### src/rtl/decoder_sel_if.sv
// Select-generator bus: raw operator inputs in, decoder select out.
interface decoder_sel_if;
  logic       btn_up;
  logic       btn_dn;
  logic       auto_en;
  logic       hold;
  logic [1:0] sel;
  logic       sel_chg;
  logic       mode;

  modport master (
    input  btn_up, btn_dn, auto_en, hold,
    output sel, sel_chg, mode
  );

  modport slave (
    output btn_up, btn_dn, auto_en, hold,
    input  sel, sel_chg, mode
  );
endinterface

### src/rtl/decoder_sel_gen.sv
// Select generator for the 2-to-4 decoder: debounced manual
// stepping or prescaled round-robin scan, with a change pulse.
module decoder_sel_gen #(
  parameter int DEBOUNCE_CYC = 4,
  parameter int SCAN_DIV     = 8
) (
  input logic          clk,
  input logic          rst_n,
  decoder_sel_if.master bus
);

  localparam int CW = $clog2(DEBOUNCE_CYC + 1);
  localparam int PW = (SCAN_DIV > 2) ? $clog2(SCAN_DIV) : 1;

  localparam logic [0:0] MANUAL = 1'b0;
  localparam logic [0:0] AUTO   = 1'b1;

  // bit 0 = up, bit 1 = dn, bit 2 = auto_en
  logic [2:0] s1_q, s1_d;
  logic [2:0] s2_q, s2_d;

  logic [1:0][CW-1:0] cnt_q, cnt_d;
  logic [1:0]         lvl_q, lvl_d;
  logic [1:0]         dly_q, dly_d;
  logic [1:0]         press;

  logic [0:0]    mode_q, mode_d;
  logic [PW-1:0] psc_q, psc_d;
  logic [1:0]    sel_q, sel_d;
  logic          chg_q, chg_d;

  always_comb begin
    s1_d = {bus.auto_en, bus.btn_dn, bus.btn_up};
    s2_d = s1_q;
    cnt_d = cnt_q;
    lvl_d = lvl_q;
    for (int i = 0; i < 2; i++) begin
      if (s2_q[i] != lvl_q[i]) begin
        if (cnt_q[i] == CW'(DEBOUNCE_CYC)) begin
          lvl_d[i] = ~lvl_q[i];
          cnt_d[i] = '0;
        end else begin
          cnt_d[i] = cnt_q[i] + CW'(1);
        end
      end else begin
        cnt_d[i] = '0;
      end
    end
    dly_d = lvl_q;
    press = lvl_q & ~dly_q;
  end

  always_comb begin
    mode_d = s2_q[2];
    psc_d  = psc_q;
    sel_d  = sel_q;
    chg_d  = 1'b0;
    if (mode_q == MANUAL) begin
      psc_d = '0;
      case (press)
        2'b01: begin
          sel_d = sel_q + 2'd1;
          chg_d = 1'b1;
        end
        2'b10: begin
          sel_d = sel_q - 2'd1;
          chg_d = 1'b1;
        end
        default: ;
      endcase
    end else if (mode_d != mode_q) begin
      psc_d = '0;
    end else if (!bus.hold) begin
      // terminal count advances the scan and wraps the prescaler
      if (psc_q == PW'(SCAN_DIV - 1)) begin
        psc_d = '0;
        sel_d = sel_q + 2'd1;
        chg_d = 1'b1;
      end else begin
        psc_d = psc_q + PW'(1);
      end
    end
  end

  always_ff @(posedge clk or negedge rst_n) begin
    if (!rst_n) begin
      s1_q   <= '0;
      s2_q   <= '0;
      cnt_q  <= '0;
      lvl_q  <= '0;
      dly_q  <= '0;
      mode_q <= MANUAL;
      psc_q  <= '0;
      sel_q  <= '0;
      chg_q  <= 1'b0;
    end else begin
      s1_q   <= s1_d;
      s2_q   <= s2_d;
      cnt_q  <= cnt_d;
      lvl_q  <= lvl_d;
      dly_q  <= dly_d;
      mode_q <= mode_d;
      psc_q  <= psc_d;
      sel_q  <= sel_d;
      chg_q  <= chg_d;
    end
  end

  assign bus.sel     = sel_q;
  assign bus.sel_chg = chg_q;
  assign bus.mode    = mode_q[0];

endmodule

### src/flat_wrapper.sv
// flat-port wrapper written by rule: the top's interface ports become plain ports
module decoder_sel_gen_flat 
#(
  parameter int DEBOUNCE_CYC = 4,
  parameter int SCAN_DIV     = 8
)
  (clk, rst_n, bus_btn_up, bus_btn_dn, bus_auto_en, bus_hold, bus_sel, bus_sel_chg, bus_mode);
  decoder_sel_if bus_i ();
  input logic clk;
  input logic rst_n;
  input wire logic [$bits(bus_i.btn_up)-1:0] bus_btn_up;
  input wire logic [$bits(bus_i.btn_dn)-1:0] bus_btn_dn;
  input wire logic [$bits(bus_i.auto_en)-1:0] bus_auto_en;
  input wire logic [$bits(bus_i.hold)-1:0] bus_hold;
  output wire logic [$bits(bus_i.sel)-1:0] bus_sel;
  output wire logic [$bits(bus_i.sel_chg)-1:0] bus_sel_chg;
  output wire logic [$bits(bus_i.mode)-1:0] bus_mode;
  assign bus_i.btn_up = bus_btn_up;
  assign bus_i.btn_dn = bus_btn_dn;
  assign bus_i.auto_en = bus_auto_en;
  assign bus_i.hold = bus_hold;
  assign bus_sel = bus_i.sel;
  assign bus_sel_chg = bus_i.sel_chg;
  assign bus_mode = bus_i.mode;
  decoder_sel_gen #(.DEBOUNCE_CYC(DEBOUNCE_CYC), .SCAN_DIV(SCAN_DIV)) u_core (.clk(clk), .rst_n(rst_n), .bus(bus_i));
endmodule
### config.mk
export PLATFORM = sky130hd
export DESIGN_NAME = decoder_sel_gen_flat
export DESIGN_NICKNAME = d
export VERILOG_FILES = /design/src/rtl/decoder_sel_if.sv /design/src/rtl/decoder_sel_gen.sv /design/src/flat_wrapper.sv
export SDC_FILE = /design/constraint.sdc
export NUM_CORES = 1
export LEC_CHECK = 0
export BUFFER_PORTS_ARGS = -buffer_cell sky130_fd_sc_hd__clkbuf_2
export CAP_MARGIN = 20
export CORE_MARGIN = 1.5
export CORE_UTILIZATION = 35
export CTS_BUF_LIST = sky130_fd_sc_hd__clkbuf_16
export DETAILED_ROUTE_END_ITERATION = 10
export PLACE_DENSITY = 0.6
export SLEW_MARGIN = 10
export SYNTH_ARGS = -nofsm -noshare
export SYNTH_HDL_FRONTEND = slang
export SYNTH_SLANG_ARGS = --single-unit
### constraint.sdc
create_clock -name clk -period 3.3 [get_ports clk]
set_input_delay 0.33 -clock clk [delete_from_list [all_inputs] [get_ports clk]]
set_output_delay 0.33 -clock clk [all_outputs]
set_load 0.05 [all_outputs]
Word level (Yosys, flattened, before mapping)
Index checks and enable logic that the tools add are counted.
- equal/unequal tests: 12
- reduce and logical (&&, ||, !) cells: 5
- add/subtract/negate cells: 5
- multiplexer cells: 18
- bitwise logic cells: 4
- operator list (kind ; count):
    2-to-1 mux 3 bit ; 8
    adder 3 x 1 -> 3 bit, second input constant ; 3
    == test 3 bit, second input constant ; 3
    2-to-1 mux 2 bit ; 4
    != test 2 bit, second input constant ; 3
    2-to-1 mux 1 bit ; 5
    one-hot mux 2 bit (2 select lines) ; 1
    AND reduction 2 bit ; 2
    AND reduction 4 bit ; 1
    != test 1 bit ; 3
    != test 3 bit, second input constant ; 1
    nonzero test 3 bit ; 1
    adder 2 x 1 -> 2 bit, second input constant ; 1
    bitwise AND 2 bit ; 1
    == test 2 x 1 -> 1 bit, second input constant ; 1
    == test 2 bit, second input constant ; 1
    inverter 1 bit ; 2
    inverter 2 bit ; 1
    OR reduction 2 bit ; 1
    subtractor 2 x 1 -> 2 bit, second input constant ; 1
- output and inout bits: 4
- bits of input ports: 6
- logic and storage cells: 55
- flip-flop bits (word level): 23

Longest topological paths before layout
- word-level depth: 6
- gate-level depth with buffers: 6
- gate-level depth less buffers: 6

Worst setup path after synthesis
No wires, ideal clock.
- path kind: reg-to-reg
- start: reg u_core.mode_q (netlist: u_core.bus.mode)
- end: reg u_core.sel_q[1] (netlist: u_core.bus.sel[1])
- arrival: 1.295 ns
- data required time: 3.160 ns
- period minus slack after synthesis: 1.436 ns
- buffers on the path: 0
- library setup time: 0.140 ns
- stages on the path, launching flop included: 5
- slack: 1.864 ns
- path through: dfrtp_1 -> nand2_2 -> o32ai_2 -> nand2_2 -> xnor2_1
- word-level cells in the longest chain between the ends: 3
- elaborated cells between the ends (all ways): 7
- those cells by class: eq/ne: 4; mux: 1; reduce/logical: 2
- RTL lines (element ; line ; text):
    from (decl) ; decoder_sel_gen.sv:27 ; logic [0:0] mode_q, mode_d;
    from (signal assigned) ; decoder_sel_gen.sv:102 ; mode_q <= mode_d;
    != test 1 bit ; decoder_sel_gen.sv:71 ; end else if (mode_d != mode_q) begin
    != test 2 bit (no line) ; -- ;
    AND reduction 4 bit (no line) ; -- ;
    to (signal assigned) ; decoder_sel_gen.sv:104 ; sel_q <= sel_d;
    to (decl) ; decoder_sel_gen.sv:29 ; logic [1:0] sel_q, sel_d;
Several ways; a longest one is shown, not always the timed one.
A chain may end at the register's enable or synchronous reset.

Final worst setup path
- start: reg u_core.psc_q[0]
- end: reg u_core.sel_q[1] (netlist: u_core.bus.sel[1])
- word-level cells in the longest chain between the ends: 3
- RTL lines (element ; line ; text):
    from (decl) ; decoder_sel_gen.sv:28 ; logic [PW-1:0] psc_q, psc_d;
    from (signal assigned) ; decoder_sel_gen.sv:103 ; psc_q <= psc_d;
    == test 3 bit ; decoder_sel_gen.sv:75 ; if (psc_q == PW'(SCAN_DIV - 1)) begin
    != test 2 bit (no line) ; -- ;
    AND reduction 4 bit (no line) ; -- ;
Every way passes these cells.

==> results.md <==
* Status: completed
* ANT cells at 0
* Die Y at 54.02 µm
* Vias at 491
* TritonCTS clock tree: done
* Share of cells above drive strength 1 at 0.2195
* Post-synth top area cell: dfrtp_1
* CP delay by family, top: flip-flops
* Routed vias/inst at 4.384
* Clock group share of total power at 0.279
* Final setup violation count at 0
* # port buffers at 9
* Initial Utilization at 0.3677
* Tmin final at 1.407 ns
* PostCTS Resize Cnt at 0
* VDD IR-drop max at 0.5404 mV
* Post-route cell area at 1074 µm²
* Leakage power at 0.5155 nW
* RSZ-0062 raised after global routing: false
* Slew @ Worst Pin at 0.5545 ns
* Sequential-to-total area share from yosys stat at 0.6319
* Post-Syn Nets at 82
* Critical path's slowest cell: dfrtp_1
* H-Tree Depth at 1
* Critical Path Source: u_core.psc_q[0]
* Hold Crit Class: primary input to asynchronous set/reset pin
* Final HPWL DP at 874.9 µm
* Sw Ratio at 0.3245
* Combinational Power Share at 0.290
* Clk_skew at 0.002229 ns
* First-pass iteration count of the detailed router at 3
* Vias in the first global route at 515
* Switch Pwr at 0.0003000 W
* #FFs+latches synth at 23
* Seq. cell area at 575.6 µm²
* Num CTS Buffers at 3
* FP Rows at 18
* Top cell by count, worst path: ha_1
* Layout fillers at 242
* Sequential share of power at 0.430
* Int Power at 0.0006245 W
* Clk buf depth at 2
* CP bufs+invs at 1
* Worst path cell trace: ha_1, ha_1, inv_1, o32ai_2, nand2_2, xnor2_1
* Synth area leaders: dfrtp_1, ha_1, xnor2_1, mux2i_1, inv_1
* Number of synthesized flops with an enable pin at 0
* Fin. Hold Viols at 0
* Tcrit/Tclk final at 0.4265
* Max cap viols at 0
* Crit path kind: flop to flop
* Cell chosen for the clock root: clkbuf_16
* Final wirelength at 1.186 mm
* Area of the multi-input gates at 312.8 µm²
* Die Area at 2918 µm²
* Gr usage total at 0.1151
* Ys Warns at 0
* Routed len/inst at 10.59 µm
* Slowest stage delay, CP at 0.37 ns
* Top post-synthesis cells by count: dfrtp_1, ha_1, inv_1, nor2_1, xnor2_1
* Io pins at 10
* Origin of the critical flop-to-flop path: u_core.psc_q[0]
* Cell Area, Placed at 993.5 µm²
* Slew Viols, Final at 0
* Area of the core at 2477 µm²
* Residual DRC at 0
* Largest net degree at the start of global routing at 24
* Cts hold-fix bufs at 0
* Global route overflow at 0
* Clock tree sinks at 23
* Antenna Nets Post-Route at 0
* Cell variety after synth at 17
* CP Data Required Time at 3.45 ns
* Synthesized area per cell at 13.20 µm²
* F_max at 710.5 MHz
* 1st-iter DRT viols at 5
* Crit path capture type: flop
* Post-Syn Instances at 69
* Pwr/cell area at 861.2 nW/µm²
* Crit path launch type: flop
* Total Nets Final at 96
* Area grow syn2layout at 17.86%
* First-pass GRT wire length at 2.125 mm
* Setup_tns at 0 ns
* Die Width at 54.02 µm
* Worst-path maximum fanout at 3
* Synth top area share at 0.6319
* Clk_lat worst skew at 0.26 ns
* Top_reg_cell synth: dfrtp_1
* Mapped Area at 910.9 µm²
* Relative slew margins at 0.6303
* Setup bufs post-CTS at 0
* Most numerous cell in the Yosys netlist: dfrtp_1
* GPL Wtd Cong at 0.5982
* CTS clk-pin slew, worst paths at 0.06 ns
* Ys async rst share at 1.000
* Initial antenna violation count at 0
* CP Data Arrival Time at 1.55 ns
-- flip-flops by register name, summed over array words and instances (netlist names), 2 cells and up --
register	count
u_core.dly_d	2
u_core.cnt_q	6
u_core.bus.sel	2
u_core.s1_q	3
u_core.dly_q	2
u_core.psc_q	3
u_core.s2_q	3
-- path summary, 6_finish.rpt --
kind	cells past startpoint	slack, ns	endpoint
max in group asynchronous	1	2.88	u_core.cnt_q[5]
worst max-delay path	6	1.89	u_core.bus.sel[1]
worst min register to register	0	0.35	u_core.s2_q[2]
min in group clk	1	0.17	u_core.s1_q[1]
worst max register to register	6	1.89	u_core.bus.sel[1]
worst min-delay path	1	0.05	u_core.psc_q[2]
-- power groups by stage --
stage	Sequential [W]	Clock, W	Combinational [W]
finish	0.000398	0.000258	0.000268
detailed placement	0.000404	0	0.000273
global route	0.000409	0.000282	0.000303
CTS	0.000399	0.000268	0.000274
global placement	0.000401	0	0.000266
floorplan	0.000464	0	0.000149
-- cells in the final DEF (no fill, tap or decap), types with 3 or more instances in the layout --
master      n
a21oi_1     3
ha_1        7
mux2i_1     3
clkbuf_16   3
clkbuf_2    9
nor2_1      6
dfrtp_1    23
xnor2_1     4
inv_1       6
-- per-stage QoR --
stage / util / hold slack [ns] / worst slack, ns / power, W / std cells
2_1_floorplan: - / 0.03441 / 1.864 / 0.0006128 / 69
3_3_place_gp: 0.4010 / 0.3328 / 1.949 / 0.0006664 / 108
3_5_place_dp: 0.4010 / 0.3347 / 1.894 / 0.0006772 / 108
6_report: 0.4333 / 0.05186 / 1.893 / 0.0009245 / 112
5_1_grt: 0.4333 / 0.09042 / 1.769 / 0.0009944 / 112
4_1_cts: 0.4333 / 0.06750 / 1.880 / 0.0009418 / 112
-- metal layers --
metal | share of wire | vias up | GRT usage
li1 | - | 249 | -
met1 | 0.44 | 224 | 0.1190
met2 | 0.45 | 13 | 0.1707
met3 | 0.065 | 5 | 0.04167
met4 | 0.051 | 0 | 0.1250
met5 | 0 | - | 0
-- cell type report --
cell class              count  area share
clock buffers               3     0.06993
clock inverters             1    0.004662
inverters                   6     0.02098
multi-input cells          40      0.2914
flip-flops and latches     23      0.5361
well taps                  30     0.03497
repair buffers              9     0.04196
-- kinds of logic after synthesis --
family | Yosys count | share of synthesized area
xor+xnor | 5 | 0.04807
simple gates | 19 | 0.1071
compound gates | 4 | 0.03434
fa+ha+maj | 7 | 0.09615
buf+inv | 6 | 0.02472
mux | 5 | 0.05769
flops | 23 | 0.6319
Note: power is estimated with default switching activity, not from simulation.
